<file path="config.mk">
export PLATFORM = sky130hd
export DESIGN_NAME = index_rom_scheduler
export DESIGN_NICKNAME = d
export VERILOG_FILES = /design/src/rtl/index_sched_pkg.sv /design/src/rtl/index_tag_pipe.sv /design/src/rtl/index_rom_scheduler.sv
export SDC_FILE = /design/constraint.sdc
export NUM_CORES = 1
export LEC_CHECK = 0
export CAP_MARGIN = 20
export CORE_MARGIN = 5
export CORE_UTILIZATION = 44
export DETAILED_ROUTE_END_ITERATION = 8
export PLACE_DENSITY = 0.85
export SKIP_CTS_REPAIR_TIMING = 1
export SLEW_MARGIN = 30
export SYNTH_ARGS = -nofsm -noshare
export SYNTH_HDL_FRONTEND = slang
export SYNTH_SLANG_ARGS = --single-unit
</file>
<file path="constraint.sdc">
create_clock -name Clk -period 4.42 [get_ports Clk]
set_input_delay 1.105 -clock Clk [delete_from_list [all_inputs] [get_ports Clk]]
set_output_delay 1.105 -clock Clk [all_outputs]
set_load 0.03 [all_outputs]
</file>
<file path="src/rtl/index_sched_pkg.sv">
// Shared types for the index ROM scheduler: ROM owner tags, room-change FSM
// states, the post-reset room and a saturating counter helper.
package index_sched_pkg;

  typedef enum logic [1:0] {
    OWN_NONE,
    OWN_DRAW,
    OWN_COL
  } owner_t;

  typedef enum logic [1:0] {
    IDLE,
    PENDING,
    COMMIT,
    FLUSH
  } room_state_t;

  localparam logic [2:0] ROOM_RESET = 3'd1;

  function automatic logic [15:0] sat_inc16(input logic [15:0] v);
    return (v == 16'hFFFF) ? v : v + 16'd1;
  endfunction

endpackage

</file>
<file path="src/rtl/index_tag_pipe.sv">
// Owner-tag delay line that is LAT stages deep. Each tag comes out of the
// pipe in the same cycle as the ROM word for that read.
module index_tag_pipe
  import index_sched_pkg::*;
#(
  parameter int LAT = 1
) (
  input  logic   Clk,
  input  logic   Reset,
  input  owner_t tag_i,
  output owner_t tag_o
);

  owner_t stage_q [LAT];

  always_ff @(posedge Clk) begin
    if (Reset) begin
      for (int i = 0; i < LAT; i++) stage_q[i] <= OWN_NONE;
    end else begin
      stage_q[0] <= tag_i;
      for (int i = 1; i < LAT; i++) stage_q[i] <= stage_q[i-1];
    end
  end

  assign tag_o = stage_q[LAT-1];

endmodule

</file>
<file path="src/rtl/index_rom_scheduler.sv">
// Shares the background index ROM between the draw path and collision queries,
// and switches rooms only in vertical blank. Define INDEX_SCHED_STATS_EN to add wait/switch stats.
//
// Collision handshake: a query transfers in a cycle where col_req_valid and
// col_req_ready are both high. col_req_ready depends combinationally on
// col_req_valid and draw_req, and the requester holds col_req_addr stable while
// the query is waiting. col_rsp_valid pulses ROM_LAT cycles after the transfer
// and has no backpressure.
module index_rom_scheduler
  import index_sched_pkg::*;
#(
  parameter int ADDR_W  = 9,
  parameter int DATA_W  = 8,
  parameter int ROM_LAT = 1
) (
  input  logic              Clk,
  input  logic              Reset,
  input  logic              vblank_start,
  input  logic              draw_req,
  input  logic [ADDR_W-1:0] draw_addr,
  output logic              draw_valid,
  output logic [DATA_W-1:0] draw_data,
  input  logic              col_req_valid,
  input  logic [ADDR_W-1:0] col_req_addr,
  output logic              col_req_ready,
  output logic              col_rsp_valid,
  output logic [DATA_W-1:0] col_rsp_data,
  input  logic              room_req_valid,
  input  logic [2:0]        room_req,
  output logic [2:0]        room_cur,
  output logic              room_busy,
  output logic [ADDR_W-1:0] rom_addr,
`ifdef INDEX_SCHED_STATS_EN
  output logic [15:0]       col_wait_max,
  output logic [7:0]        room_switch_cnt,
`endif
  output room_state_t       room_state_dbg,
  input  logic [DATA_W-1:0] rom_data
);

  localparam logic [1:0] FLUSH_LOAD = 2'(ROM_LAT - 1);

  room_state_t       state_q, state_d;
  logic [2:0]        room_cur_q, room_cur_d;
  logic [2:0]        pending_q, pending_d;
  logic              again_q, again_d;
  logic [1:0]        flush_cnt_q, flush_cnt_d;
  logic              col_outstanding_q;
  logic [DATA_W-1:0] draw_data_q;
  logic [DATA_W-1:0] col_data_q;
  logic              col_grant;
  owner_t            tag_in;
  owner_t            tag_out;

  // Collision queries are blocked while the room is switching.
  assign col_grant = ~Reset & col_req_valid & ~draw_req & ~col_outstanding_q &
                     ((state_q == IDLE) | (state_q == PENDING));
  assign col_req_ready = col_grant;

  always_comb begin
    rom_addr = '0;
    tag_in   = OWN_NONE;
    if (!Reset) begin
      if (draw_req) begin
        rom_addr = draw_addr;
        tag_in   = OWN_DRAW;
      end else if (col_grant) begin
        rom_addr = col_req_addr;
        tag_in   = OWN_COL;
      end
    end
  end

  index_tag_pipe #(.LAT(ROM_LAT)) u_tag_pipe (
    .Clk   (Clk),
    .Reset (Reset),
    .tag_i (tag_in),
    .tag_o (tag_out)
  );

  // During reset the last tag can still leave the pipe, so response pulses are gated.
  assign draw_valid    = ~Reset & (tag_out == OWN_DRAW);
  assign col_rsp_valid = ~Reset & (tag_out == OWN_COL);
  assign draw_data     = draw_valid ? rom_data : draw_data_q;
  assign col_rsp_data  = col_rsp_valid ? rom_data : col_data_q;

  always_ff @(posedge Clk) begin
    if (Reset) begin
      draw_data_q       <= '0;
      col_data_q        <= '0;
      col_outstanding_q <= 1'b0;
    end else begin
      if (draw_valid) draw_data_q <= rom_data;
      if (col_rsp_valid) col_data_q <= rom_data;
      if (col_grant) col_outstanding_q <= 1'b1;
      else if (col_rsp_valid) col_outstanding_q <= 1'b0;
    end
  end

  always_comb begin
    state_d     = state_q;
    room_cur_d  = room_cur_q;
    pending_d   = pending_q;
    again_d     = again_q;
    flush_cnt_d = flush_cnt_q;
    case (state_q)
      IDLE: begin
        if (room_req_valid && (room_req != room_cur_q)) begin
          pending_d = room_req;
          state_d   = PENDING;
        end
      end
      PENDING: begin
        if (room_req_valid) pending_d = room_req;
        if (vblank_start) state_d = COMMIT;
      end
      COMMIT: begin
        room_cur_d  = pending_q;
        flush_cnt_d = FLUSH_LOAD;
        state_d     = FLUSH;
        if (room_req_valid && (room_req != pending_q)) begin
          pending_d = room_req;
          again_d   = 1'b1;
        end
      end
      FLUSH: begin
        if (room_req_valid && (room_req != room_cur_q)) begin
          pending_d = room_req;
          again_d   = 1'b1;
        end
        if (flush_cnt_q == 2'd0) begin
          state_d = again_d ? PENDING : IDLE;
          again_d = 1'b0;
        end else begin
          flush_cnt_d = flush_cnt_q - 2'd1;
        end
      end
      default: state_d = IDLE;
    endcase
  end

  always_ff @(posedge Clk) begin
    if (Reset) begin
      state_q     <= IDLE;
      room_cur_q  <= ROOM_RESET;
      pending_q   <= ROOM_RESET;
      again_q     <= 1'b0;
      flush_cnt_q <= 2'd0;
    end else begin
      state_q     <= state_d;
      room_cur_q  <= room_cur_d;
      pending_q   <= pending_d;
      again_q     <= again_d;
      flush_cnt_q <= flush_cnt_d;
    end
  end

  assign room_cur       = room_cur_q;
  assign room_busy      = (state_q != IDLE);
  assign room_state_dbg = state_q;

`ifdef INDEX_SCHED_STATS_EN
  logic [15:0] wait_cur_q, wait_cur_d, wait_max_q;
  logic [7:0]  switch_cnt_q;

  assign wait_cur_d = (col_req_valid & ~col_grant) ? sat_inc16(wait_cur_q) : 16'd0;

  always_ff @(posedge Clk) begin
    if (Reset) begin
      wait_cur_q   <= '0;
      wait_max_q   <= '0;
      switch_cnt_q <= '0;
    end else begin
      wait_cur_q <= wait_cur_d;
      if (wait_cur_d > wait_max_q) wait_max_q <= wait_cur_d;
      if (state_q == COMMIT) switch_cnt_q <= switch_cnt_q + 8'd1;
    end
  end

  assign col_wait_max    = wait_max_q;
  assign room_switch_cnt = switch_cnt_q;
`endif

endmodule

</file>
### Word-level counts from Yosys, hierarchy flattened

Memories as Yosys holds them, arrays and structs flattened.
Index checks and enable logic that the tools add are counted.

* register bits after elaboration: 28
* RAM bits: 2
* logic and storage cells: 78
* memories kept: 1

Memory list
* u_tag_pipe.stage_q: words 1, width 2, rd ports 1, clocked after Yosys merged registers in 0, wr ports 1, line index_tag_pipe.sv:14 `owner_t stage_q [LAT];`

* add/sub/neg operators: 1
* equality and inequality tests: 14
* multiplexer cells: 31
* bitwise gates (word level): 10
* reduce and logical (&&, ||, !) cells: 13

Operators with widths (number)
* $mux 9: 3
* $mux 2: 8
* $mux 8: 2
* $mux 1: 11
* $ne 2x2->1 const B: 5
* $mux 3: 3
* $pmux 3 s3: 1
* $pmux 2 s4: 1
* $and 1x1->1: 6
* $eq 2x2->1 const B: 3
* $ne 3x3->1: 2
* $reduce_and 3->1: 2
* $reduce_bool 2->1: 3
* $eq 2x1->1 const B: 2
* $logic_not 2->1: 2
* $ne 2x1->1 const B: 2
* $pmux 2 s2: 1
* $reduce_and 2->1: 2
* $reduce_or 2->1: 2
* $not 1->1: 3
* $logic_and 1x1->1: 2
* $pmux 1 s2: 1
* $sub 2x1->2 const B: 1
* $or 1x1->1: 1

### Longest topological paths before layout

Gate-level depths: netlist of the first run.

* word-level depth: 9
* depth in mapped cells: 7
* depth with buffers taken out: 6

### By module

Synthesis of the first run repeated with hierarchy kept, for this count alone.

* cells, all modules: 154
* area, all modules: 1497.7 um2

Modules (own cells, without submodules)
* index_rom_scheduler: instances 1, cells an instance 150, area an instance 1445.1 um2
* index_tag_pipe: instances 1, cells an instance 4, area an instance 52.6 um2

### Worst setup path after synthesis of the first run

Ideal clock, no wire load.

* path kind: input to output
* from: input draw_req
* to: output rom_addr[0]
* arrival: 2.325 ns
* data required time: 3.315 ns
* path slack: 0.990 ns
* stages on the path: 5
* path buffers: 1
* cells stage by stage: nor2_1 nand3_1 a21oi_1 clkbuf_1 a22o_1

* longest elaborated chain between the ends: 7

Ends and longest elaborated chain
* start: declaration: line index_rom_scheduler.sv:19 `input logic draw_req,`
* $not 1->1: line index_rom_scheduler.sv:56 `assign col_grant = ~Reset & col_req_valid & ~draw_req & ~col_outstanding_q &`
* $and 1x1->1 (3 in a row): line index_rom_scheduler.sv:56
* named net col_req_ready: line index_rom_scheduler.sv:25 `output logic col_req_ready,`
* $mux 9: line index_rom_scheduler.sv:67 `end else if (col_grant) begin`
* $mux 9: line index_rom_scheduler.sv:64 `if (draw_req) begin`
* $mux 9: line index_rom_scheduler.sv:63 `if (!Reset) begin`
* end: declaration: line index_rom_scheduler.sv:32 `output logic [ADDR_W-1:0] rom_addr,`

The timed path passes the listed nets, and every way through them passes these cells.

### Worst setup path after layout of the first run

* from: input Reset
* to: output draw_data[5]

* longest elaborated chain between the ends: 3

Ends and longest elaborated chain
* start: declaration: line index_rom_scheduler.sv:17 `input logic Reset,`
* $not 1->1: line index_rom_scheduler.sv:82 `assign draw_valid = ~Reset & (tag_out == OWN_DRAW);`
* $and 1x1->1: line index_rom_scheduler.sv:82
* $mux 8: line index_rom_scheduler.sv:84 `assign draw_data = draw_valid ? rom_data : draw_data_q;`
* end: declaration: line index_rom_scheduler.sv:22 `output logic [DATA_W-1:0] draw_data,`

Every way passes these cells.

==> results.sh, run 1 <==
export IMPL_status="finished, final reports clean"
export IMPL_synth_xor_area_frac=0.03568
export IMPL_route_met3_wl_um=221
export IMPL_final_cells=268
export IMPL_crit_top_cell="clkdlybuf4s50_1"
export IMPL_crit_chain="clkdlybuf4s50_1 > nor3b_1 > buf_4 > mux2_1 > clkdlybuf4s50_1"
export IMPL_pwr_share_clk=0.278
export IMPL_layout_commonest_cell="clkdlybuf4s50_1"
export IMPL_syn_area_um2=1473
export IMPL_final_cell_mix="clkdlybuf4s50_1 (57), dfxtp_1 (30), mux2_1 (16), and2_1 (16), buf_4 (15)"
export IMPL_p_switching_uw=250.9
export IMPL_post_route_cell_area_um2=2260
export IMPL_relSlewSlack=0.5648
export IMPL_critPathSlowestCell="clkdlybuf4s50_1"
export IMPL_critPathRequiredTime_ps=3310
export IMPL_vias=1355
export IMPL_max_freq_mhz=244.8
export IMPL_drive_gt1_frac=0.1306
export IMPL_pre_cts_slack_ps=326.8
export IMPL_grt_overflow=0
export IMPL_synth_avg_cell_area_um2=9.884
export IMPL_rows=21
export IMPL_max_cap_violations=0
export IMPL_final_net_count=261
export IMPL_hold_ws_ps=499.0
export IMPL_p_int_uw=526.4
export IMPL_grt_start_max_net_pins=25
export IMPL_drt_first_pass_iters=4
export IMPL_dr_wl_met2_mm=2.105
export IMPL_topRoutingLayerUsed="met4"
export IMPL_cts_inserted_buffers=5
export IMPL_slowest_delay_ps=600
export IMPL_gp_congestion=0.9534
export IMPL_post_dp_cell_area_um2=2182
export IMPL_synth_fa_ha_area_frac=0.04248
export IMPL_rsz0062_at_grt="false"
export IMPL_ys_ff_latch=30
export IMPL_synthMuxAreaShare=0.1631
export IMPL_grt_pass1_wl_mm=6.203
export IMPL_io_buffers=68
export IMPL_seq_area_frac_synth=0.4078
export IMPL_clockRootBuffer="clkbuf_4"
export IMPL_period_share=0.9243
export IMPL_crit_type="in -> out"
export IMPL_first_global_vias=1422
export IMPL_slew_violations=0
export IMPL_power_density_nw_per_um2=344.0
export IMPL_power_leakage_nw=0.9665
export IMPL_power_uw=777.3
export IMPL_swShare=0.3228
export IMPL_irDropWorstVdd_mv=0.2518
export IMPL_setup_tns_ps=0
export IMPL_synth_top_cell_area_share=0.4078
export IMPL_pwr_share_comb=0.327
export IMPL_clock_latency_ps=330
export IMPL_dpl_hpwl_mm=3.116
export IMPL_start_util=0.4484
export IMPL_htreeDepth=2
export IMPL_synth_area_leaders="dfxtp_1 (41%), mux2_1 (12%), and2_1 (6.8%)"
export IMPL_syn_nets=189
export IMPL_critPathMaxFanout=9
export IMPL_die_area_um2=4604
export IMPL_clk_pin_slew_ps=90
export IMPL_seq_power_share=0.395
export IMPL_wirelength_mm=3.914
export IMPL_ant_nets=0
export IMPL_n_antenna_cell=0
export IMPL_yosys_warnings=0
export IMPL_hold_viol_final=0
export IMPL_critPathLaunchType="primary input"
export IMPL_synth_simple_area_share=0.1623
export IMPL_grtUsageTotal=0.1812
export IMPL_netlist_instances=149
export IMPL_via_per_inst=5.056
export IMPL_tritoncts="done"
export IMPL_cts_sinks=30
export IMPL_post_route_util=0.6880
export IMPL_cp_end_kind="output port"
export IMPL_multi_input_area_um2=809.5
export IMPL_hold_class="reg -> reg"
export IMPL_synth_compound_area_share=0.1461
export IMPL_antenna_found_initial=0
export IMPL_fin_ws_ps=334.5
export IMPL_place_inst=260
export IMPL_fillers=265
export IMPL_finalCriticalPeriod_ps=4085
export IMPL_cts_buffer_depth=2
export IMPL_ff_latch_area_um2=600.6
export IMPL_post_drt_wl_per_cell_um=14.60
export IMPL_die_w_um=67.85
export IMPL_yosysTopAreaCell="dfxtp_1"
export IMPL_finClkSkew_ps=7.131
export IMPL_route_detailed_drc=0
export IMPL_drt_iter0_markers=56
export IMPL_die_height_um=67.85
export IMPL_ys_types=39
export IMPL_synth_top_family_by_area="multiplexers"
export IMPL_coreArea_um2=3284
export IMPL_ios=69
export IMPL_setup_violations=0
export IMPL_wl_met1_mm=1.536
export IMPL_area_growth_syn_to_layout_pct=53.44
export IMPL_cp_arrival_ps=2980
export IMPL_worst_slew_pin_slew_ps=651.5
path summary, 6_finish.rpt:
path	slack, ps	cells past startpoint	end	startpoint
setup / recovery	330	5	draw_data[5]	Reset
hold / removal	500	2	pending_q[1]	pending_q[1]
setup reg to reg	2490	6	pending_q[0]	room_state_dbg[0]
hold reg to reg	500	2	pending_q[1]	pending_q[1]
kinds of logic (layout without fill, tap and decap cells):
kind of cell,count (synthesis),count (layout)
compound gates,27,27
xor+xnor,6,6
fa+ha+maj,5,5
buf+inv,15,88
flops,30,30
mux,22,22
simple gates,44,44
power groups by stage:
| stage | Sequential, mW | Combinational [mW] | Clock [mW] |
|---|---|---|---|
| 2_1_floorplan | 0.320 | 0.142 | 0 |
| 3_3_place_gp | 0.311 | 0.245 | 0 |
| 3_5_place_dp | 0.313 | 0.254 | 0 |
| 4_1_cts | 0.307 | 0.255 | 0.220 |
| 5_1_grt | 0.310 | 0.274 | 0.236 |
| 6_report | 0.307 | 0.254 | 0.216 |
synthesized netlist by cell type:
cell	number
nand2b_1	2
a31o_2	1
o221a_2	1
nor3b_1	1
buf_4	1
nor2b_1	2
and2_1	16
a311oi_1	1
o21ai_0	1
clkbuf_1	5
dfxtp_1	30
a22o_1	9
mux2_1	16
inv_1	6
nor3_1	1
nand3_1	2
nor2_4	1
a41oi_1	1
o21bai_1	1
buf_2	1
o2111ai_1	1
o31ai_1	1
inv_2	1
ha_1	5
o311ai_0	1
nor4_1	1
mux2i_1	6
or4_1	1
o31a_1	1
a21oi_1	5
o211a_1	1
clkinv_2	1
o311ai_1	1
nor2_1	8
xnor2_1	3
nand2_1	8
a211o_1	1
xor2_1	3
or2_2	1
routing by layer:
layer / up-vias / track usage
li1: 665 / -
met1: 645 / 0.1934
met2: 38 / 0.3341
met3: 7 / 0.04269
met4: 0 / 0.08437
met5: - / 0
area by class of cell:
cell class,instances,area share
Sequential cell,30,0.2658
Clock inverter,3,0.01772
Tap cell,46,0.02547
Clock buffer,5,0.01661
Inverter,8,0.01384
Timing Repair Buffer,72,0.3023
Multi-Input combinational cell,104,0.3582
sequential cells by signal (all words and copies together) (netlist names):
name,flops
again_q,1
col_data_q,8
col_outstanding_q,1
draw_data_q,8
flush_cnt_q,2
pending_q,3
room_cur,3
room_state_dbg,2
u_tag_pipe.stage_q,2
worst max-delay path, delay by kind of cell:
kind                   cells  cell delay [ps]
buffers and inverters      3             1290
and+or+nand+nor            1              220
muxes                      1              360
(Power assumes the default switching activity.)
==> run 2, diff against run 1 <==
--- a/config.mk
+++ b/config.mk
@@ -9,7 +9,7 @@
 export CORE_MARGIN = 5
 export CORE_UTILIZATION = 44
 export DETAILED_ROUTE_END_ITERATION = 8
-export PLACE_DENSITY = 0.85
+export PLACE_DENSITY = 0.83
 export SKIP_CTS_REPAIR_TIMING = 1
 export SLEW_MARGIN = 30
 export SYNTH_ARGS = -nofsm -noshare
==> results.sh, run 2 (synthesis gave the netlist of run 1 again) <==
export IMPL_setup_violations=0
export IMPL_htreeDepth=2
export IMPL_setup_tns_ps=0
export IMPL_clockRootBuffer="clkbuf_4"
export IMPL_critPathSlowestCell="clkdlybuf4s50_1"
export IMPL_cts_sinks=30
export IMPL_antenna_found_initial=0
export IMPL_post_route_cell_area_um2=2242
export IMPL_ios=69
export IMPL_clock_latency_ps=330
export IMPL_n_antenna_cell=0
export IMPL_max_freq_mhz=244.0
export IMPL_hold_viol_final=0
export IMPL_area_growth_syn_to_layout_pct=52.25
export IMPL_irDropWorstVdd_mv=0.2459
export IMPL_max_cap_violations=0
export IMPL_crit_top_cell="clkdlybuf4s50_1"
export IMPL_drive_gt1_frac=0.1261
export IMPL_dpl_hpwl_mm=3.033
export IMPL_cts_buffer_depth=2
export IMPL_drt_iter0_markers=42
export IMPL_hold_class="reg -> reg"
export IMPL_grt_pass1_wl_mm=5.830
export IMPL_final_cell_mix="clkdlybuf4s50_1 (57), dfxtp_1 (30), mux2_1 (16), and2_1 (16), buf_4 (15)"
export IMPL_power_uw=728.2
export IMPL_finalCriticalPeriod_ps=4098
export IMPL_grt_start_max_net_pins=25
export IMPL_power_density_nw_per_um2=324.8
export IMPL_rows=21
export IMPL_grtUsageTotal=0.1705
export IMPL_layout_commonest_cell="clkdlybuf4s50_1"
export IMPL_die_height_um=67.85
export IMPL_route_detailed_drc=0
export IMPL_largestRegisters="col_data_q x8, draw_data_q x8"
export IMPL_die_w_um=67.85
export IMPL_tritoncts="done"
export IMPL_via_per_inst=5.112
export IMPL_critPathRequiredTime_ps=3310
export IMPL_clk_pin_slew_ps=90
export IMPL_relSlewSlack=0.5997
export IMPL_final_cells=268
export IMPL_cts_inserted_buffers=5
export IMPL_period_share=0.9272
export IMPL_hold_ws_ps=505.4
export IMPL_slew_violations=0
export IMPL_crit_chain="clkdlybuf4s50_1 > nor3b_1 > buf_4 > mux2_1 > clkdlybuf4s50_1"
export IMPL_place_inst=260
export IMPL_cp_arrival_ps=2990
export IMPL_critPathMaxFanout=9
export IMPL_rsz0062_at_grt="false"
export IMPL_vias=1370
export IMPL_die_area_um2=4604
export IMPL_drt_first_pass_iters=4
export IMPL_io_buffers=68
export IMPL_cp_end_kind="output port"
export IMPL_worst_slew_pin_slew_ps=599.2
export IMPL_status="finished, final reports clean"
export IMPL_finClkSkew_ps=5.014
export IMPL_wirelength_mm=3.716
export IMPL_first_global_vias=1362
export IMPL_grt_overflow=0
export IMPL_ant_nets=0
export IMPL_coreArea_um2=3284
export IMPL_post_drt_wl_per_cell_um=13.87
export IMPL_start_util=0.4484
export IMPL_gp_congestion=0.8948
export IMPL_final_net_count=261
export IMPL_critPathLaunchType="primary input"
export IMPL_post_dp_cell_area_um2=2182
export IMPL_crit_type="in -> out"
export IMPL_power_leakage_nw=0.9568
export IMPL_slowest_delay_ps=610
## run 2: power breakdown
part / switching [mW] / internal, mW / total [mW]
registers: 0.0170 / 0.290 / 0.307
logic: 0.131 / 0.119 / 0.250
clock network: 0.0938 / 0.0770 / 0.171
total: 0.242 / 0.486 / 0.728
## run 2: path summary, 6_finish.rpt
path,start,endpoint,slack (ps),cells past startpoint
worst max-delay path,Reset,draw_data[7],320,5
worst min-delay path,pending_q[1],pending_q[1],510,2
worst max register to register,room_state_dbg[0],pending_q[2],2540,6
worst min register to register,pending_q[1],pending_q[1],510,2
## run 2: per-stage QoR
step | setup WS [ps] | util
2_1_floorplan | 990.1 | -
3_3_place_gp | 349.6 | 0.6644
3_5_place_dp | 305.5 | 0.6644
4_1_cts | 303.8 | 0.6827
5_1_grt | 235.2 | 0.6827
6_report | 321.8 | 0.6827
## run 2: area by class of cell
cell class,instances,area (um^2)
fill,270,1042
multi-input combinational,104,809.5
timing repair buffer,72,683.2
sequential,30,600.6
tap,46,57.56
clock buffer,7,55.05
inverter,8,31.28
clock inverter,1,5.005
## run 2: worst max-delay path, delay by kind of cell
kind	cells	cell delay [ps]
buffers and inverters	3	1310
muxes	1	350
and+or+nand+nor	1	230
## run 2: routing by layer
layer / up-vias / global-route usage / share of wire
met5: - / 0 / 0
met4: 0 / 0.07444 / 0.019
met3: 12 / 0.07553 / 0.082
met2: 45 / 0.2965 / 0.50
met1: 641 / 0.1769 / 0.40
li1: 672 / - / -
